===== config.mk =====
export PLATFORM = sky130hd
export DESIGN_NAME = branch_resolver
export DESIGN_NICKNAME = d
export VERILOG_FILES = /design/src/rtl/branch_resolver.sv
export SDC_FILE = /design/constraint.sdc
export NUM_CORES = 1
export LEC_CHECK = 0
export BUFFER_PORTS_ARGS = -buffer_cell sky130_fd_sc_hd__buf_2
export CAP_MARGIN = 20
export CORE_ASPECT_RATIO = 1.1
export CORE_MARGIN = 2
export CORE_UTILIZATION = 55
export CTS_CLUSTER_DIAMETER = 60
export DETAILED_ROUTE_END_ITERATION = 8
export GPL_ROUTABILITY_DRIVEN = 0
export GPL_TIMING_DRIVEN = 0
export PLACE_DENSITY_LB_ADDON = 0.08
export REMOVE_ABC_BUFFERS = 1
export SLEW_MARGIN = 20
export SYNTH_ARGS = -nofsm -noshare
export SYNTH_HDL_FRONTEND = slang
export SYNTH_SLANG_ARGS = --single-unit

===== constraint.sdc =====
create_clock -name clock -period 5 [get_ports clock]
set_input_delay 0.75 -clock clock [delete_from_list [all_inputs] [get_ports clock]]
set_output_delay 0.75 -clock clock [all_outputs]
set_load 0.01 [all_outputs]

===== src/rtl/branch_resolver.sv =====
// Execute-stage branch resolution: compares the decode-time prediction with the
// ALU outcome, feeds the predictor history ports and redirects fetch on a mispredict.
module branch_resolver #(
    parameter int PC_INC       = 1,
    parameter int FLUSH_CYCLES = 2,
    parameter int CNT_W        = 16
) (
    input  logic             clock,
    input  logic             reset,
    input  logic             stall,
    input  logic             dx_valid,
    input  logic [31:0]      dx_pc,
    input  logic             dx_is_branch,
    input  logic             dx_predicted_taken,
    input  logic             ex_taken,
    input  logic [31:0]      ex_target,
    output logic [31:0]      past_pc,
    output logic             past_is_branch,
    output logic             past_predicted_taken,
    output logic             past_wrong,
    output logic             redirect_valid,
    output logic [31:0]      redirect_pc,
    output logic             flush,
    output logic [CNT_W-1:0] branch_count,
    output logic [CNT_W-1:0] mispredict_count,
    output logic             state_dbg
);

    localparam int FW = (FLUSH_CYCLES > 1) ? $clog2(FLUSH_CYCLES) : 1;

    typedef enum logic {IDLE = 1'b0, FLUSH = 1'b1} state_t;

    // Handshake: dx_valid qualifies the decode slot; there is no ready, stall is the
    // only backpressure and freezes the X register and the flush countdown.
    state_t            state_q, state_d;
    logic [FW-1:0]     fcnt_q, fcnt_d;
    logic              x_valid_q, x_valid_d;
    logic [31:0]       x_pc_q, x_pc_d;
    logic              x_is_branch_q, x_is_branch_d;
    logic              x_pred_q, x_pred_d;
    logic [31:0]       past_pc_q, past_pc_d;
    logic              past_is_branch_q, past_is_branch_d;
    logic              past_pred_q, past_pred_d;
    logic              past_wrong_q, past_wrong_d;
    logic              redirect_valid_q, redirect_valid_d;
    logic [31:0]       redirect_pc_q, redirect_pc_d;
    logic [CNT_W-1:0]  branch_count_q, branch_count_d;
    logic [CNT_W-1:0]  mispredict_count_q, mispredict_count_d;

    logic resolve, mispredict, kill;

    assign resolve    = x_valid_q & x_is_branch_q & ~stall;
    assign mispredict = resolve & (ex_taken != x_pred_q);
    assign kill       = mispredict | (state_q == FLUSH);

    always_comb begin
        x_valid_d     = x_valid_q;
        x_pc_d        = x_pc_q;
        x_is_branch_d = x_is_branch_q;
        x_pred_d      = x_pred_q;
        if (!stall) begin
            x_valid_d     = dx_valid & ~kill;
            x_pc_d        = dx_pc;
            x_is_branch_d = dx_is_branch;
            x_pred_d      = dx_predicted_taken;
        end
    end

    always_comb begin
        past_is_branch_d   = resolve;
        past_pc_d          = past_pc_q;
        past_pred_d        = past_pred_q;
        past_wrong_d       = 1'b0;
        redirect_valid_d   = mispredict;
        redirect_pc_d      = redirect_pc_q;
        branch_count_d     = branch_count_q;
        mispredict_count_d = mispredict_count_q;
        if (resolve) begin
            past_pc_d    = x_pc_q;
            past_pred_d  = x_pred_q;
            past_wrong_d = mispredict;
            if (branch_count_q != {CNT_W{1'b1}})
                branch_count_d = branch_count_q + CNT_W'(1);
        end
        if (mispredict) begin
            redirect_pc_d = ex_taken ? ex_target : x_pc_q + 32'(PC_INC);
            if (mispredict_count_q != {CNT_W{1'b1}})
                mispredict_count_d = mispredict_count_q + CNT_W'(1);
        end
    end

    // The resolve cycle itself is the first flush cycle, so FLUSH lasts FLUSH_CYCLES-1.
    always_comb begin
        state_d = state_q;
        fcnt_d  = fcnt_q;
        case (state_q)
            IDLE: begin
                if (mispredict && FLUSH_CYCLES > 1) begin
                    state_d = FLUSH;
                    fcnt_d  = FW'(FLUSH_CYCLES - 1);
                end
            end
            FLUSH: begin
                if (!stall) begin
                    if (fcnt_q <= FW'(1)) begin
                        state_d = IDLE;
                        fcnt_d  = '0;
                    end else begin
                        fcnt_d = fcnt_q - FW'(1);
                    end
                end
            end
            default: begin
                state_d = IDLE;
                fcnt_d  = '0;
            end
        endcase
    end

    always_ff @(posedge clock or negedge reset) begin
        if (!reset) begin
            state_q            <= IDLE;
            fcnt_q             <= '0;
            x_valid_q          <= 1'b0;
            x_pc_q             <= '0;
            x_is_branch_q      <= 1'b0;
            x_pred_q           <= 1'b0;
            past_pc_q          <= '0;
            past_is_branch_q   <= 1'b0;
            past_pred_q        <= 1'b0;
            past_wrong_q       <= 1'b0;
            redirect_valid_q   <= 1'b0;
            redirect_pc_q      <= '0;
            branch_count_q     <= '0;
            mispredict_count_q <= '0;
        end else begin
            state_q            <= state_d;
            fcnt_q             <= fcnt_d;
            x_valid_q          <= x_valid_d;
            x_pc_q             <= x_pc_d;
            x_is_branch_q      <= x_is_branch_d;
            x_pred_q           <= x_pred_d;
            past_pc_q          <= past_pc_d;
            past_is_branch_q   <= past_is_branch_d;
            past_pred_q        <= past_pred_d;
            past_wrong_q       <= past_wrong_d;
            redirect_valid_q   <= redirect_valid_d;
            redirect_pc_q      <= redirect_pc_d;
            branch_count_q     <= branch_count_d;
            mispredict_count_q <= mispredict_count_d;
        end
    end

    assign past_pc              = past_pc_q;
    assign past_is_branch       = past_is_branch_q;
    assign past_predicted_taken = past_pred_q;
    assign past_wrong           = past_wrong_q;
    assign redirect_valid       = redirect_valid_q;
    assign redirect_pc          = redirect_pc_q;
    assign flush                = kill;
    assign branch_count         = branch_count_q;
    assign mispredict_count     = mispredict_count_q;
    assign state_dbg            = state_q;

endmodule

==> reports/results.md <==
| Result | This run |
| --- | --- |
| Total area of multi-input combinational cells | 2760 sq um |
| Largest fanout on the critical path | 46 |
| Post-synthesis instance area | 6310 sq um |
| Seq/Total Area, Yosys | 53.54% |
| Result of the run | completed |
| Instance count of the mapped netlist | 617 |
| Clock-pin slew on the worst setup and hold paths | 0.05 ns |
| Async S/R FF share, synth | 100.0% |
| Number of H-tree levels | 4 |
| Final Slew Violations | 0 |
| Total setup violations reported at the end of the flow | 0 |
| Full die area | 12350 sq um |
| Kind of critical path | input pin to register |
| Critical register-to-register path startpoint | x_valid_q |
| Synthesized-area fraction occupied by xor and xnor cells | 7.773% |
| Dominant combinational cell family by area after synthesis | simple AND/OR/NAND/NOR gates |
| Clock Root Buffer | sky130_fd_sc_hd__clkbuf_16 |
| Std-Cell Rows | 41 |
| Crit path cell chain | buf_2 > nand3b_4 > inv_2 > nand2_4 > clkinvlp_4 > nand2_1 > o21ai_0 |
| Half-perimeter wire length after placement | 10420 um |
| Sequential fraction of design power | 44.4% |
| Hold bufs inserted after CTS | 0 |
| Number of instances in the placed design | 907 |
| Clock network power share | 33.5% |
| Share of the clock period used by the worst path after layout | 87.63% |
| Starting utilization of the core area | 55.66% |
| Worst Setup SP | stall |
| Number of remaining DRC errors | 0 |
| Die boundary height | 116.3 um |
| Router iterations before antenna repair | 4 |
| Number of enable flip-flop cells after synthesis | 0 |
| Leftover overflow at the end of global routing | 0 |
| Tightest slew margin relative to the limit | 37.70% |
| Setup repair after global routing missed its margin | false |
| First-pass GRT wire length | 24640 um |
| Max-cap violation count | 0 |
| Worst ir drop on vdd | 0.2540 mV |
| Number of inserted diodes | 0 |
| Total core area | 11340 sq um |
| Clock Skew | 0.007720 ns |
| Number of buffer and inverter stages on the critical path | 3 |
| Number of clock sinks | 135 |
| Pwr per Cell Area | 439.4 nW/um^2 |
| Warnings from Yosys | 0 |
| Switching power share of the total | 29.98% |
| Post-layout minimum cycle time | 4.382 ns |
| Avg Synthesized Cell Area | 10.23 sq um |
| Total area of sequential cells | 3378 sq um |
| Wire length reported by the detailed router | 15560 um |
| Violation count after the first detailed-routing iteration | 234 |
| Synth Flop Type | sky130_fd_sc_hd__dfrtp_1 |
| Category of the worst setup path launch point | input pin |
| Crit path max-delay family | simple AND/OR/NAND/NOR gates |
| Number of antenna violations at the first check in global routing | 0 |
| CTS buffer count | 17 |
| #FFs+latches synth | 135 |
| Transition time of the tightest slew-check pin | 0.9345 ns |
| Internal power component | 2.398 mW |
| Final cell count without fillers | 934 |
| Adder and majority cell fraction of the synthesized area | 0.5949% |
| Logic depth of the worst register-to-register path | 6 |
| Util after Layout | 68.75% |
| Total routing usage reported by global routing | 25.73% |
| Number of buffer cells added on primary ports | 172 |
| Number of post-CTS setup repair buffers | 0 |
| Critical path destination | redirect_pc[19] |
| Layout cell share with drive strength beyond 1 | 32.14% |
| Layout overhead on the synthesized area | 23.52% |
| Worst skew pair latency | 0.41 ns |
| Number of top-level design ports | 173 |
| Critical path's slowest cell | sky130_fd_sc_hd__buf_2 |
| Die width | 106.1 um |
| Distinct cells, synth | 52 |
| Tightest hold margin | 0.2777 ns |
| Number of fill cells in the layout | 925 |
| P_sw | 1.027 mW |
| TritonCTS clock tree | built |
| Cell count along the critical path | 7 |
| Min-delay worst type | input pin to async pin |
| Compound-cell area share of the yosys netlist | 7.733% |
| Clock buffer depth | 2 |
| Worst Setup End Kind | register |
| Flop2flop setup slack | 1.38 ns |
| Count of final hold-check violations | 0 |
| Required @ worst endpoint | 5.26 ns |
| Worst reg2reg endpoint | redirect_pc[21] |
| Detailed-route vias per instance | 5.486 |
| CP max stage delay | 0.69 ns |
| Lkg Pwr | 3.846 nW |
| Largest net degree at the start of global routing | 71 |
| Routed via count | 5124 |
| Net total in the final layout | 850 |
| Per-cell routed wire length | 16.66 um |
| Comb power frac | 22.0% |
| Arrival @ worst endpoint | 4.64 ns |
| Number of global-route vias before repair | 4984 |
| Share of synthesized cell area in and, or, nand and nor gates | 20.42% |
| Post-route antenna net violation count | 0 |
| Timing-limited maximum frequency | 0.2282 GHz |
| Multiplexer fraction of the synthesized cell area | 7.139% |
## what timing repair did
item | 4_1_cts | 5_1_grt
gates resized for setup | 0 | 2
hold endpoints to repair | 0 | 0
endpoints found under the setup margin | 0 | 16
## power by group through the flow
stage	Sequential, mW	Combinational, mW	Clock (mW)
2_1_floorplan	1.62	0.283	0
3_3_place_gp	1.52	0.736	0
3_5_place_dp	1.54	0.756	0
4_1_cts	1.52	0.761	1.17
5_1_grt	1.55	0.843	1.21
6_report	1.52	0.754	1.15
## cells by family after synthesis
family                   count (synthesis)
adder cells (fa/ha/maj)                  3
AO/OA/AOI/OAI                           84
flip-flops                             135
multiplexers                            40
buffers and inverters                   41
AND/OR/NAND/NOR                        258
XOR/XNOR                                56
## how the worst min path moves through the flow
stage / startpoint / endpoint / slack [ns]
detailed placement: past_pc[15] / past_pc[15] / 0.46
floorplan: reset / branch_count[0] / 0.45
global route: reset / x_valid_q / 0.31
finish: reset / x_valid_q / 0.28
global placement: past_pc[14] / past_pc[14] / 0.46
CTS: reset / x_valid_q / 0.30
## through the flow
stage	total power [mW]	setup TNS (ns)	instance area [sq um]	setup WS, ns
final	3.425	0	7794	0.6184
after global routing	3.608	0	7794	0.3368
after CTS	3.447	0	7785	0.06931
after detailed placement	2.291	-4.159	7249	-0.3598
after global placement	2.257	-2.167	7212	-0.2441
after floorplan	1.906	0	6163	1.868
## registers in the layout, summed over array words and instances, names as in the netlist, 16 cells and up
register          flops
past_pc              32
redirect_pc          32
x_pc_q               32
branch_count         16
mispredict_count     16
## placed cells by master, fill, tap and decap left out, types with 3 or more instances in the layout
master                        n
sky130_fd_sc_hd__buf_2      171
sky130_fd_sc_hd__dfrtp_1    135
sky130_fd_sc_hd__nand2_1    132
sky130_fd_sc_hd__xnor2_1     45
sky130_fd_sc_hd__mux2_2      36
sky130_fd_sc_hd__o21ai_0     34
sky130_fd_sc_hd__nor2_1      34
sky130_fd_sc_hd__a21oi_1     21
sky130_fd_sc_hd__nand3_1     20
sky130_fd_sc_hd__clkbuf_16   17
sky130_fd_sc_hd__nand4_1     14
sky130_fd_sc_hd__and3_1      13
sky130_fd_sc_hd__xor2_1      11
sky130_fd_sc_hd__nor3_1      11
sky130_fd_sc_hd__o22ai_1     11
sky130_fd_sc_hd__inv_1        6
sky130_fd_sc_hd__and4_1       6
sky130_fd_sc_hd__nand4_2      4
sky130_fd_sc_hd__nor4_1       4
sky130_fd_sc_hd__clkbuf_8     4
sky130_fd_sc_hd__nand2b_1     3
sky130_fd_sc_hd__and2_1       3
sky130_fd_sc_hd__mux2i_1      3
sky130_fd_sc_hd__ha_1         3
## final cells by class
class,count,share of cell area [%]
Clock buffer,23,6.261
Clock inverter,4,0.6101
Inverter,8,0.4335
Multi-Input combinational cell,441,35.42
Sequential cell,135,43.35
Tap cell,150,2.408
Timing Repair Buffer,173,11.53
## synthesized netlist by cell type (2+ instances only)
cell,number,share of area [%]
sky130_fd_sc_hd__dfrtp_1,135,54
sky130_fd_sc_hd__nand2_1,132,7.9
sky130_fd_sc_hd__xnor2_1,45,6.2
sky130_fd_sc_hd__mux2_2,36,6.4
sky130_fd_sc_hd__nor2_1,34,2.0
sky130_fd_sc_hd__o21ai_0,34,2.7
sky130_fd_sc_hd__clkbuf_1,23,1.4
sky130_fd_sc_hd__a21oi_1,21,1.7
sky130_fd_sc_hd__nand3_1,20,1.6
sky130_fd_sc_hd__nand4_1,14,1.4
sky130_fd_sc_hd__and3_1,13,1.3
sky130_fd_sc_hd__nor3_1,11,0.87
sky130_fd_sc_hd__o22ai_1,11,1.1
sky130_fd_sc_hd__xor2_1,11,1.5
sky130_fd_sc_hd__inv_1,7,0.42
sky130_fd_sc_hd__and4_1,6,0.83
sky130_fd_sc_hd__nand4_2,4,0.79
sky130_fd_sc_hd__nor4_1,4,0.40
sky130_fd_sc_hd__and2_1,3,0.30
sky130_fd_sc_hd__buf_1,3,0.18
sky130_fd_sc_hd__buf_2,3,0.24
sky130_fd_sc_hd__buf_4,3,0.36
sky130_fd_sc_hd__ha_1,3,0.59
sky130_fd_sc_hd__mux2i_1,3,0.48
sky130_fd_sc_hd__nand2b_1,3,0.30
sky130_fd_sc_hd__a31oi_1,2,0.20
sky130_fd_sc_hd__nor3_2,2,0.32
sky130_fd_sc_hd__nor4_2,2,0.40
sky130_fd_sc_hd__nor4_4,2,0.67
sky130_fd_sc_hd__o2111ai_1,2,0.28
sky130_fd_sc_hd__o211a_1,2,0.32
sky130_fd_sc_hd__o21ai_1,2,0.16
sky130_fd_sc_hd__o31a_1,2,0.28
## layer usage
metal	GRT usage [%]	share of wire, %	vias up
met5	0	0	-
met4	8.772	2.1	0
met3	7.645	6.1	26
met2	41.24	48	170
met1	33.84	44	2488
li1	-	-	2440
Power figures use the tool's default switching activity.
